**src/rtl/mem_port_arbiter.sv**
```systemverilog
// mem_port_arbiter: shares one single-ported memory between instruction fetch
// and the load/store path. Data requests win by default; fetch is forced after
// STARVE_LIMIT consecutive data grants made while fetch was waiting.
//
// Handshake: each requester holds its request (if_req, or d_rd/d_wr) and the
// associated address/data stable until its one-cycle *_valid pulse, and may
// raise a new request in the cycle right after that pulse. Toward memory,
// mem_req and all mem_* outputs stay stable until the memory answers with
// mem_ready. mem_ready is only meaningful while a request is outstanding.
//
// Optional feature macro: MEM_TIMEOUT_EN. When defined, a memory wait is
// abandoned after TIMEOUT_CYCLES busy cycles, returning zero data with an err
// pulse. When undefined, a wait never times out and err is constant 0.
//
// dbg_state_o / dbg_starve_o expose the FSM state and starvation counter.
module mem_port_arbiter #(
  parameter int ADDR_W         = 32,
  parameter int DATA_W         = 32,
  parameter int STARVE_LIMIT   = 4,
  parameter int TIMEOUT_CYCLES = 64
) (
  input  logic                clk,
  input  logic                rst,
  input  logic                if_req,
  input  logic [ADDR_W-1:0]   if_addr,
  output logic [DATA_W-1:0]   if_rdata,
  output logic                if_valid,
  input  logic                d_rd,
  input  logic                d_wr,
  input  logic [ADDR_W-1:0]   d_addr,
  input  logic [DATA_W-1:0]   d_wdata,
  input  logic [DATA_W/8-1:0] d_be,
  output logic [DATA_W-1:0]   d_rdata,
  output logic                d_valid,
  output logic                mem_req,
  output logic                mem_we,
  output logic [ADDR_W-1:0]   mem_addr,
  output logic [DATA_W-1:0]   mem_wdata,
  output logic [DATA_W/8-1:0] mem_be,
  input  logic [DATA_W-1:0]   mem_rdata,
  input  logic                mem_ready,
  output logic                stall,
  output logic                err,
  output logic [2:0]          dbg_state_o,
  output logic [3:0]          dbg_starve_o
);

  localparam int BE_W = DATA_W / 8;
  localparam logic [3:0] LIMIT = 4'(STARVE_LIMIT);

  typedef enum logic [2:0] {
    S_IDLE   = 3'd0,
    S_BUSY_I = 3'd1,
    S_BUSY_D = 3'd2,
    S_RESP_I = 3'd3,
    S_RESP_D = 3'd4
  } state_e;

  state_e              state_q;
  logic [3:0]          starve_cnt_q;
  logic [3:0]          starve_cnt_d;
  logic                mem_req_q;
  logic                mem_we_q;
  logic [ADDR_W-1:0]   mem_addr_q;
  logic [DATA_W-1:0]   mem_wdata_q;
  logic [BE_W-1:0]     mem_be_q;
  logic [DATA_W-1:0]   if_rdata_q;
  logic [DATA_W-1:0]   d_rdata_q;
  logic                if_valid_q;
  logic                d_valid_q;
  logic                d_req;
  logic                grant_data;
  logic                grant_fetch;
  logic                busy;
  logic                timeout;
  logic                done;

  assign busy = (state_q == S_BUSY_I) || (state_q == S_BUSY_D);

`ifdef MEM_TIMEOUT_EN
  localparam int TW = $clog2(TIMEOUT_CYCLES) + 1;
  logic [TW-1:0] wait_cnt_q;
  logic          err_q;

  assign timeout = busy && !mem_ready && (wait_cnt_q == TW'(TIMEOUT_CYCLES - 1));
  assign err     = err_q;

  // Count busy cycles without mem_ready; zero whenever not busy.
  always_ff @(posedge clk) begin
    if (rst) begin
      wait_cnt_q <= '0;
    end else if (busy) begin
      if (!mem_ready) wait_cnt_q <= wait_cnt_q + 1'b1;
    end else begin
      wait_cnt_q <= '0;
    end
  end

  // err pulses during the response cycle of an abandoned request.
  always_ff @(posedge clk) begin
    if (rst) err_q <= 1'b0;
    else     err_q <= timeout;
  end
`else
  assign timeout = 1'b0;
  assign err     = 1'b0;
`endif

  assign done = mem_ready || timeout;

  // Arbitration decision and next starvation count, evaluated in IDLE.
  always_comb begin
    d_req        = d_rd | d_wr;
    grant_data   = d_req && !(if_req && (starve_cnt_q == LIMIT));
    grant_fetch  = if_req && !grant_data;
    starve_cnt_d = starve_cnt_q;
    if (state_q == S_IDLE) begin
      if (!if_req || grant_fetch) begin
        starve_cnt_d = 4'd0;
      end else if (grant_data && (starve_cnt_q != LIMIT)) begin
        starve_cnt_d = starve_cnt_q + 4'd1;
      end
    end
  end

  // Main FSM with registered memory drive and response outputs.
  always_ff @(posedge clk) begin
    if (rst) begin
      state_q      <= S_IDLE;
      starve_cnt_q <= 4'd0;
      mem_req_q    <= 1'b0;
      mem_we_q     <= 1'b0;
      mem_addr_q   <= '0;
      mem_wdata_q  <= '0;
      mem_be_q     <= '0;
      if_rdata_q   <= '0;
      d_rdata_q    <= '0;
      if_valid_q   <= 1'b0;
      d_valid_q    <= 1'b0;
    end else begin
      if_valid_q   <= 1'b0;
      d_valid_q    <= 1'b0;
      starve_cnt_q <= starve_cnt_d;
      case (state_q)
        S_IDLE: begin
          if (grant_data) begin
            state_q     <= S_BUSY_D;
            mem_req_q   <= 1'b1;
            mem_we_q    <= d_wr;
            mem_addr_q  <= d_addr;
            mem_wdata_q <= d_wdata;
            mem_be_q    <= d_be;
          end else if (grant_fetch) begin
            state_q     <= S_BUSY_I;
            mem_req_q   <= 1'b1;
            mem_we_q    <= 1'b0;
            mem_addr_q  <= if_addr;
            mem_wdata_q <= '0;
            mem_be_q    <= '1;
          end
        end
        S_BUSY_I: begin
          if (done) begin
            state_q    <= S_RESP_I;
            mem_req_q  <= 1'b0;
            if_rdata_q <= timeout ? '0 : mem_rdata;
            if_valid_q <= 1'b1;
          end
        end
        S_BUSY_D: begin
          if (done) begin
            state_q   <= S_RESP_D;
            mem_req_q <= 1'b0;
            // Writes return zero so stale read data never leaks out.
            d_rdata_q <= (timeout || mem_we_q) ? '0 : mem_rdata;
            d_valid_q <= 1'b1;
          end
        end
        S_RESP_I, S_RESP_D: begin
          state_q <= S_IDLE;
        end
        default: begin
          state_q <= S_IDLE;
        end
      endcase
    end
  end

  assign mem_req      = mem_req_q;
  assign mem_we       = mem_we_q;
  assign mem_addr     = mem_addr_q;
  assign mem_wdata    = mem_wdata_q;
  assign mem_be       = mem_be_q;
  assign if_rdata     = if_rdata_q;
  assign d_rdata      = d_rdata_q;
  assign if_valid     = if_valid_q;
  assign d_valid      = d_valid_q;
  assign stall        = (if_req & ~if_valid_q) | (d_req & ~d_valid_q);
  assign dbg_state_o  = state_q;
  assign dbg_starve_o = starve_cnt_q;

endmodule

```
**config.mk**
```make
export PLATFORM = sky130hd
export DESIGN_NAME = mem_port_arbiter
export DESIGN_NICKNAME = d
export VERILOG_FILES = /design/src/rtl/mem_port_arbiter.sv
export SDC_FILE = /design/constraint.sdc
export NUM_CORES = 1
export LEC_CHECK = 0
export BUFFER_PORTS_ARGS = -buffer_cell sky130_fd_sc_hd__buf_2
export CORE_MARGIN = 5
export CORE_UTILIZATION = 49
export CTS_CLUSTER_DIAMETER = 40
export CTS_CLUSTER_SIZE = 30
export DETAILED_ROUTE_END_ITERATION = 8
export GPL_TIMING_DRIVEN = 0
export PLACE_DENSITY = 0.85
export SETUP_SLACK_MARGIN = 0.3
export SLEW_MARGIN = 20
export SYNTH_ARGS = -nofsm -noshare
export SYNTH_HDL_FRONTEND = slang
export SYNTH_SLANG_ARGS = --single-unit
```
**constraint.sdc**
```tcl
create_clock -name clk -period 4.65 [get_ports clk]
set_input_delay 0.93 -clock clk [delete_from_list [all_inputs] [get_ports clk]]
set_output_delay 0.93 -clock clk [all_outputs]
set_load 0.05 [all_outputs]
```
==> results of run 1 <==
[cells in the mapped netlist]
master,count
or3_1,2
a311oi_1,32
clkbuf_1,38
nand4bb_1,2
o21ai_0,34
nor2_1,5
dfxtp_1,143
o21a_1,1
buf_2,23
nor3_2,2
inv_2,1
a22o_1,32
o32ai_1,32
o21ai_1,1
nand4b_1,3
nor3b_1,1
a2111oi_0,1
o22ai_1,1
and2_1,1
buf_4,1
conb_1,1
inv_1,36
nor4bb_1,1
xnor2_1,1
nor3_1,2
or2_2,1
a211oi_1,2
a31oi_1,2
nand2_1,100
nand3_1,36
buf_6,3
o221a_1,4
and4b_1,2
ha_1,2
nand4_1,3
nand3b_1,1
a21oi_1,68
nor2_4,1
[report_power, final]
part	internal, uW	leakage (uW)	switching, uW	total [uW]
Combinational	223	0.00210	602	825
Clock	709	0.000261	507	1220
Sequential	1320	0.00117	49.2	1370
[routing by layer]
metal | track usage [%] | vias up | routed length [um]
li1 | - | 2845 | -
met1 | 29.30 | 2773 | 6991
met2 | 45.39 | 328 | 9012
met3 | 10.00 | 59 | 2180
met4 | 13.61 | 2 | 724
met5 | 0 | - | 13
[final cells by class]
type / instances / area, um^2
plain buffers: 65 / 299.0
multi-input cells: 377 / 2242
well taps: 140 / 175.2
clock inverters: 9 / 62.56
inverters: 37 / 138.9
fillers: 899 / 3333
clock buffers: 23 / 467.9
repair buffers: 280 / 1401
flip-flops and latches: 143 / 2863
[critical path: stages]
cell	delay, ns
buf_2	0.13
nor2_1	0.41
clkbuf_1	0.41
o22ai_1	0.12
buf_2	0.24
[worst max path at each step]
| stage | from | endpoint | slack (ns) | cells past startpoint |
|---|---|---|---|---|
| after CTS | d_wr | stall | 1.47 | 5 |
| after global placement | d_wr | stall | 1.48 | 5 |
| after global routing | d_wr | stall | 1.35 | 5 |
| after floorplan | d_wr | stall | 1.77 | 3 |
| final | d_wr | stall | 1.46 | 5 |
| after detailed placement | d_wr | stall | 1.47 | 5 |
[layout by cell type (no fill, tap or decap), drive strengths merged, types with 2 or more instances in the layout]
cell     Yosys  layout
o221a        4       4
o32ai       32      32
ha           2       2
nor2         6       6
nand4bb      2       2
nand4        3       3
a31oi        2       2
clkinv       0       8
clkbuf      38      61
a211oi       2       2
and4b        2       2
dfxtp      143     143
nand3       36      36
o21ai       35      35
a311oi      32      32
or3          2       2
a21oi       68      68
nor3         4       4
nand2      100     100
buf         27     307
nand4b       3       3
inv         37      37
a22o        32      32
[cell families after synthesis]
family	Yosys count	synth area share, %
XOR/XNOR	1	0.1580
adder cells (fa/ha/maj)	2	0.4514
flip-flops	143	51.65
AO/OA/AOI/OAI	210	26.19
other	1	0.06766
AND/OR/NAND/NOR	163	13.59
buffers and inverters	102	7.901
[flip-flops by register name, summed over array words and instances (netlist names)]
register and cells:
d_rdata 32, if_valid 1, mem_req 1, mem_wdata 32
dbg_state_o 3, d_valid 1, mem_we 1, mem_addr 32
if_rdata 32, mem_be 4, dbg_starve_o 4
[stage by stage]
stage,power (uW),utilization [%]
after global routing,3544,69.65
final,3413,69.65
after global placement,2209,64.82
after floorplan,1977,-
after CTS,3426,69.65
after detailed placement,2219,64.82
==> run_results.csv, run 1 <==
group,metric,value,unit
floorplanning,num_rows,38,
timing,fin_crit,3.186,ns
timing,maxSlewHeadroom,52.97,%
floorplanning,boundaryPins,283,
placement,io_buffer_count,280,
floorplanning,die_w,116.4,um
hold_path,hold_start,"if_rdata[10]",
timing,fmax,0.3139,GHz
timing,setup_tns,0,ns
final_layout,final_cells,1074,
floorplanning,start_util,50.47,%
yosys,yosysTopAreaCell,"dfxtp_1",
drt,vias,6007,
drt,dr.pass1.iters,5,
critical_path,crit_path_end_kind,"output port",
critical_path,crit_type,"in2out",
clock_tree,htreeDepth,4,
timing,finalCritPeriodShare,68.52,%
timing,maxSlewViolCount,0,
global_route,antenna_found_initial,1,
yosys,synth.avg_cell_area,8.911,um^2
drt,via_per_inst,5.593,
final_layout,drive_gt1_share,36.40,%
timing,setup_viol,0,
critical_path,r2r-start,"dbg_starve_o[0]",
timing,rsz0062_at_grt,"false",
clock_tree,cts_setup_buffers,0,
global_route,grt.total_usage,26.77,%
critical_path,rr_worst_depth,6,
timing,hold_ws,0.4492,ns
timing,clock_skew,0.008879,ns
global_route,overflow,0,
yosys,ys_top_cells_by_area,"dfxtp_1, nand2_1, a21oi_1",
clock_tree,cts_tree,"built",
clock_tree,cts_resized,0,
final_layout,final_cell_area,7650,um^2
placement,place.detailed.hpwl,14.16,mm
placement,pre_cts_ws,1.474,ns
yosys,ys_types,38,
yosys,synth_seq_cells,143,
power_and_ir_drop,p_leak,0.003535,uW
global_route,grt_pass1_vias,5647,
clock_tree,cts.clk_slew.worst_paths,0.06,ns
clock_tree,root_buffer,"clkbuf_16",
clock_tree,numCtsBuffers,17,
drt,drc,0,
final_layout,areaGrowthSynthToFinish,38.01,%
clock_tree,cts.sinks,143,
timing,hold_violations,0,
critical_path,critPathArrivalTime,2.26,ns
yosys,synth_top_area_share,51.65,%
critical_path,crit_fanout,10,
critical_path,startpoint_type,"input port",
placement,postPlaceCellArea,7119,um^2
power_and_ir_drop,ir_worst_vdd,306.2,uV
yosys,syn_nets,762,
final_layout,num_antenna_cells,0,
floorplanning,die-area,13540,um^2
run_status,status,"complete, no violations",
global_route,grt_pass1_wl,28.44,mm
floorplanning,core,10980,um^2
timing,worst_pin_slew,0.7054,ns
power_and_ir_drop,p_per_area,446.1,nW/um^2
placement,gp_congestion,0.8913,
critical_path,r2r-end,"mem_wdata[5]",
drt,routed_wl,18.92,mm
critical_path,cp.required,3.72,ns
job,maxCapViolations,0,
final_layout,final_nets,1061,
clock_tree,worstSkewPairLatency,0.41,ns
floorplanning,dieHeight,116.4,um
global_route,grt_max_degree,17,
drt,final_antenna_net_count,0,
drt,routedWlPerCell,17.62,um
clock_tree,ctsHoldBuffers,0,
critical_path,r2r_slack,2.61,ns
yosys,seq_area_frac_synth,51.65,%
hold_path,worstHoldEndpoint,"if_rdata[10]",
hold_path,whs_path_depth,2,
yosys,synth.cell_area,5543,um^2
clock_tree,ctsLongestPathBuffers,2,
yosys,postSynthCellCount,622,
drt,drt_iter0_markers,599,
hold_path,hold_path_class,"reg2reg",
timing,finalWorstSetupSlack,1.464,ns
yosys,yosysWarnings,0,
placement,dpl.cell_count,1042,
Power figures use the tool's default switching activity.
==> run 2: changes to the inputs <==
--- a/config.mk
+++ b/config.mk
@@ -7,12 +7,12 @@
 export LEC_CHECK = 0
 export BUFFER_PORTS_ARGS = -buffer_cell sky130_fd_sc_hd__buf_2
 export CORE_MARGIN = 5
-export CORE_UTILIZATION = 49
+export CORE_UTILIZATION = 41
 export CTS_CLUSTER_DIAMETER = 40
 export CTS_CLUSTER_SIZE = 30
 export DETAILED_ROUTE_END_ITERATION = 8
 export GPL_TIMING_DRIVEN = 0
-export PLACE_DENSITY = 0.85
+export PLACE_DENSITY = 0.76
 export SETUP_SLACK_MARGIN = 0.3
 export SLEW_MARGIN = 20
 export SYNTH_ARGS = -nofsm -noshare
==> constraint.sdc (replaced) <==
create_clock -name clk -period 2.8 [get_ports clk]
set_input_delay 0.56 -clock clk [delete_from_list [all_inputs] [get_ports clk]]
set_output_delay 0.56 -clock clk [all_outputs]
set_load 0.05 [all_outputs]
==> run_results.csv, run 2 (synthesized netlist as in run 1, its figures left out) <==
group,metric,value,unit
run_status,status,"complete, no violations",
clock_tree,cts_resized,0,
global_route,grt.total_usage,22.58,%
timing,maxSlewHeadroom,55.41,%
clock_tree,cts_tree,"built",
global_route,grt_max_degree,17,
critical_path,crit_type,"in2out",
drt,dr.pass1.iters,5,
drt,final_antenna_net_count,0,
final_layout,final_nets,1061,
critical_path,crit_path_start,"d_wr",
placement,io_buffer_count,280,
clock_tree,htreeDepth,4,
placement,place.detailed.hpwl,14.03,mm
timing,hold_violations,0,
placement,gp_congestion,0.8185,
critical_path,rr_worst_depth,6,
drt,vias,5924,
final_layout,drive_gt1_share,36.83,%
drt,routedWlPerCell,17.10,um
clock_tree,cts.sinks,143,
timing,finalCritPeriodShare,83.66,%
global_route,globalRouteMet1Util,26.06,%
floorplanning,dieHeight,126.3,um
final_layout,fillers,1199,
final_layout,layout_common_cells,"buf_2, dfxtp_1, nand2_1",
final_layout,final_common_cell,"buf_2",
timing,setup_viol,0,
timing,hold_ws,0.3711,ns
final_layout,num_antenna_cells,0,
clock_tree,numCtsBuffers,17,
timing,maxSlewViolCount,0,
floorplanning,boundaryPins,283,
clock_tree,ctsLongestPathBuffers,2,
global_route,antenna_found_initial,0,
floorplanning,die-area,15940,um^2
power_and_ir_drop,p_leak,0.003597,uW
clock_tree,worstSkewPairLatency,0.41,ns
floorplanning,core,13240,um^2
placement,pre_cts_ws,0.4115,ns
timing,fmax,0.4269,GHz
timing,setup_tns,0,ns
final_layout,areaGrowthSynthToFinish,41.58,%
critical_path,critPathArrivalTime,1.78,ns
clock_tree,root_buffer,"clkbuf_16",
critical_path,cp-endpoint,"stall",
global_route,grtUsageMet2,39.03,%
timing,worst_pin_slew,0.6689,ns
clock_tree,cts_setup_buffers,0,
clock_tree,ctsHoldBuffers,0,
timing,clock_skew,0.005572,ns
critical_path,crit_path_end_kind,"output port",
floorplanning,start_util,41.86,%
power_and_ir_drop,ir_worst_vdd,560.6,uV
job,maxCapViolations,0,
clock_tree,cts.clk_slew.worst_paths,0.06,ns
critical_path,startpoint_type,"input port",
drt,routed_wl,18.98,mm
hold_path,hold_path_class,"in2reg",
critical_path,r2r_slack,0.71,ns
drt,drc,0,
timing,fin_crit,2.342,ns
power_and_ir_drop,p_per_area,797.2,nW/um^2
floorplanning,num_rows,42,
critical_path,crit_fanout,10,
drt,via_per_inst,5.337,
timing,rsz0062_at_grt,"false",
global_route,grt_pass1_vias,5641,
drt,drt_iter0_markers,361,
critical_path,r2r-start,"dbg_starve_o[0]",
global_route,grt.busiest_layer,"met2",
global_route,globalRouteMet3Util,8.298,%
critical_path,r2r-end,"mem_wdata[28]",
floorplanning,die_w,126.3,um
global_route,grt_pass1_wl,29.13,mm
global_route,overflow,0,
timing,finalWorstSetupSlack,0.4576,ns
critical_path,cp.required,2.24,ns
[run 2: cell types whose count changed in the layout (fill, tap and decap cells not counted)]
cell and delta:
clkbuf_8 -2, bufinv_16 +6, inv_8 +1, inv_6 +3
clkinv_2 -4, clkbuf_1 -4, clkinv_4 -2, clkinvlp_4 +2
[run 2: how the worst min path moves through the flow]
stage | start | endpoint | slack (ns) | depth (start not counted)
finish | mem_rdata[27] | d_rdata[27] | 0.37 | 2
global route | mem_rdata[30] | d_rdata[30] | 0.35 | 2
CTS | mem_rdata[1] | d_rdata[1] | 0.35 | 2
floorplan | if_rdata[0] | if_rdata[0] | 0.67 | 2
global placement | if_rdata[0] | if_rdata[0] | 0.44 | 2
detailed placement | if_rdata[7] | if_rdata[7] | 0.45 | 2
[run 2: power by group]
| part | switching [uW] | leakage (uW) | internal, uW |
|---|---|---|---|
| Clock | 922 | 0.000323 | 1690 |
| Sequential | 86.6 | 0.00117 | 2200 |
| Combinational | 993 | 0.00210 | 370 |
| Total | 2000 | 0.00360 | 4250 |
[run 2: area by class of cell]
cell class | count | area [um^2] | share of cell area (%)
tap | 176 | 220.2 | 2.806
buffer | 65 | 299.0 | 3.811
sequential | 143 | 2863 | 36.48
clock inverter | 15 | 257.7 | 3.284
inverter | 37 | 138.9 | 1.770
multi-input combinational | 377 | 2242 | 28.57
timing repair buffer | 280 | 1401 | 17.86
clock buffer | 17 | 425.4 | 5.421
[run 2: stage by stage]
stage          total power [uW]  utilization, %  std cells  instance area [um^2]
6_report                   6256           59.26       1110                  7848
5_1_grt                    6496           59.26       1110                  7848
4_1_cts                    6297           59.26       1110                  7848
3_5_place_dp               3687           54.10       1078                  7164
3_3_place_gp               3677           54.10       1078                  7164
2_1_floorplan              3284               -        622                  5543
[run 2: layer usage]
metal	share of wire (%)	vias up
met5	0	-
met4	1.4	0
met3	9.9	23
met2	49	309
met1	40	2750
li1	-	2842
[run 2: worst max-delay path, stage by stage]
cell	delay [ns]
buf_2	0.13
nor2_1	0.37
clkbuf_1	0.37
o22ai_1	0.11
buf_2	0.23
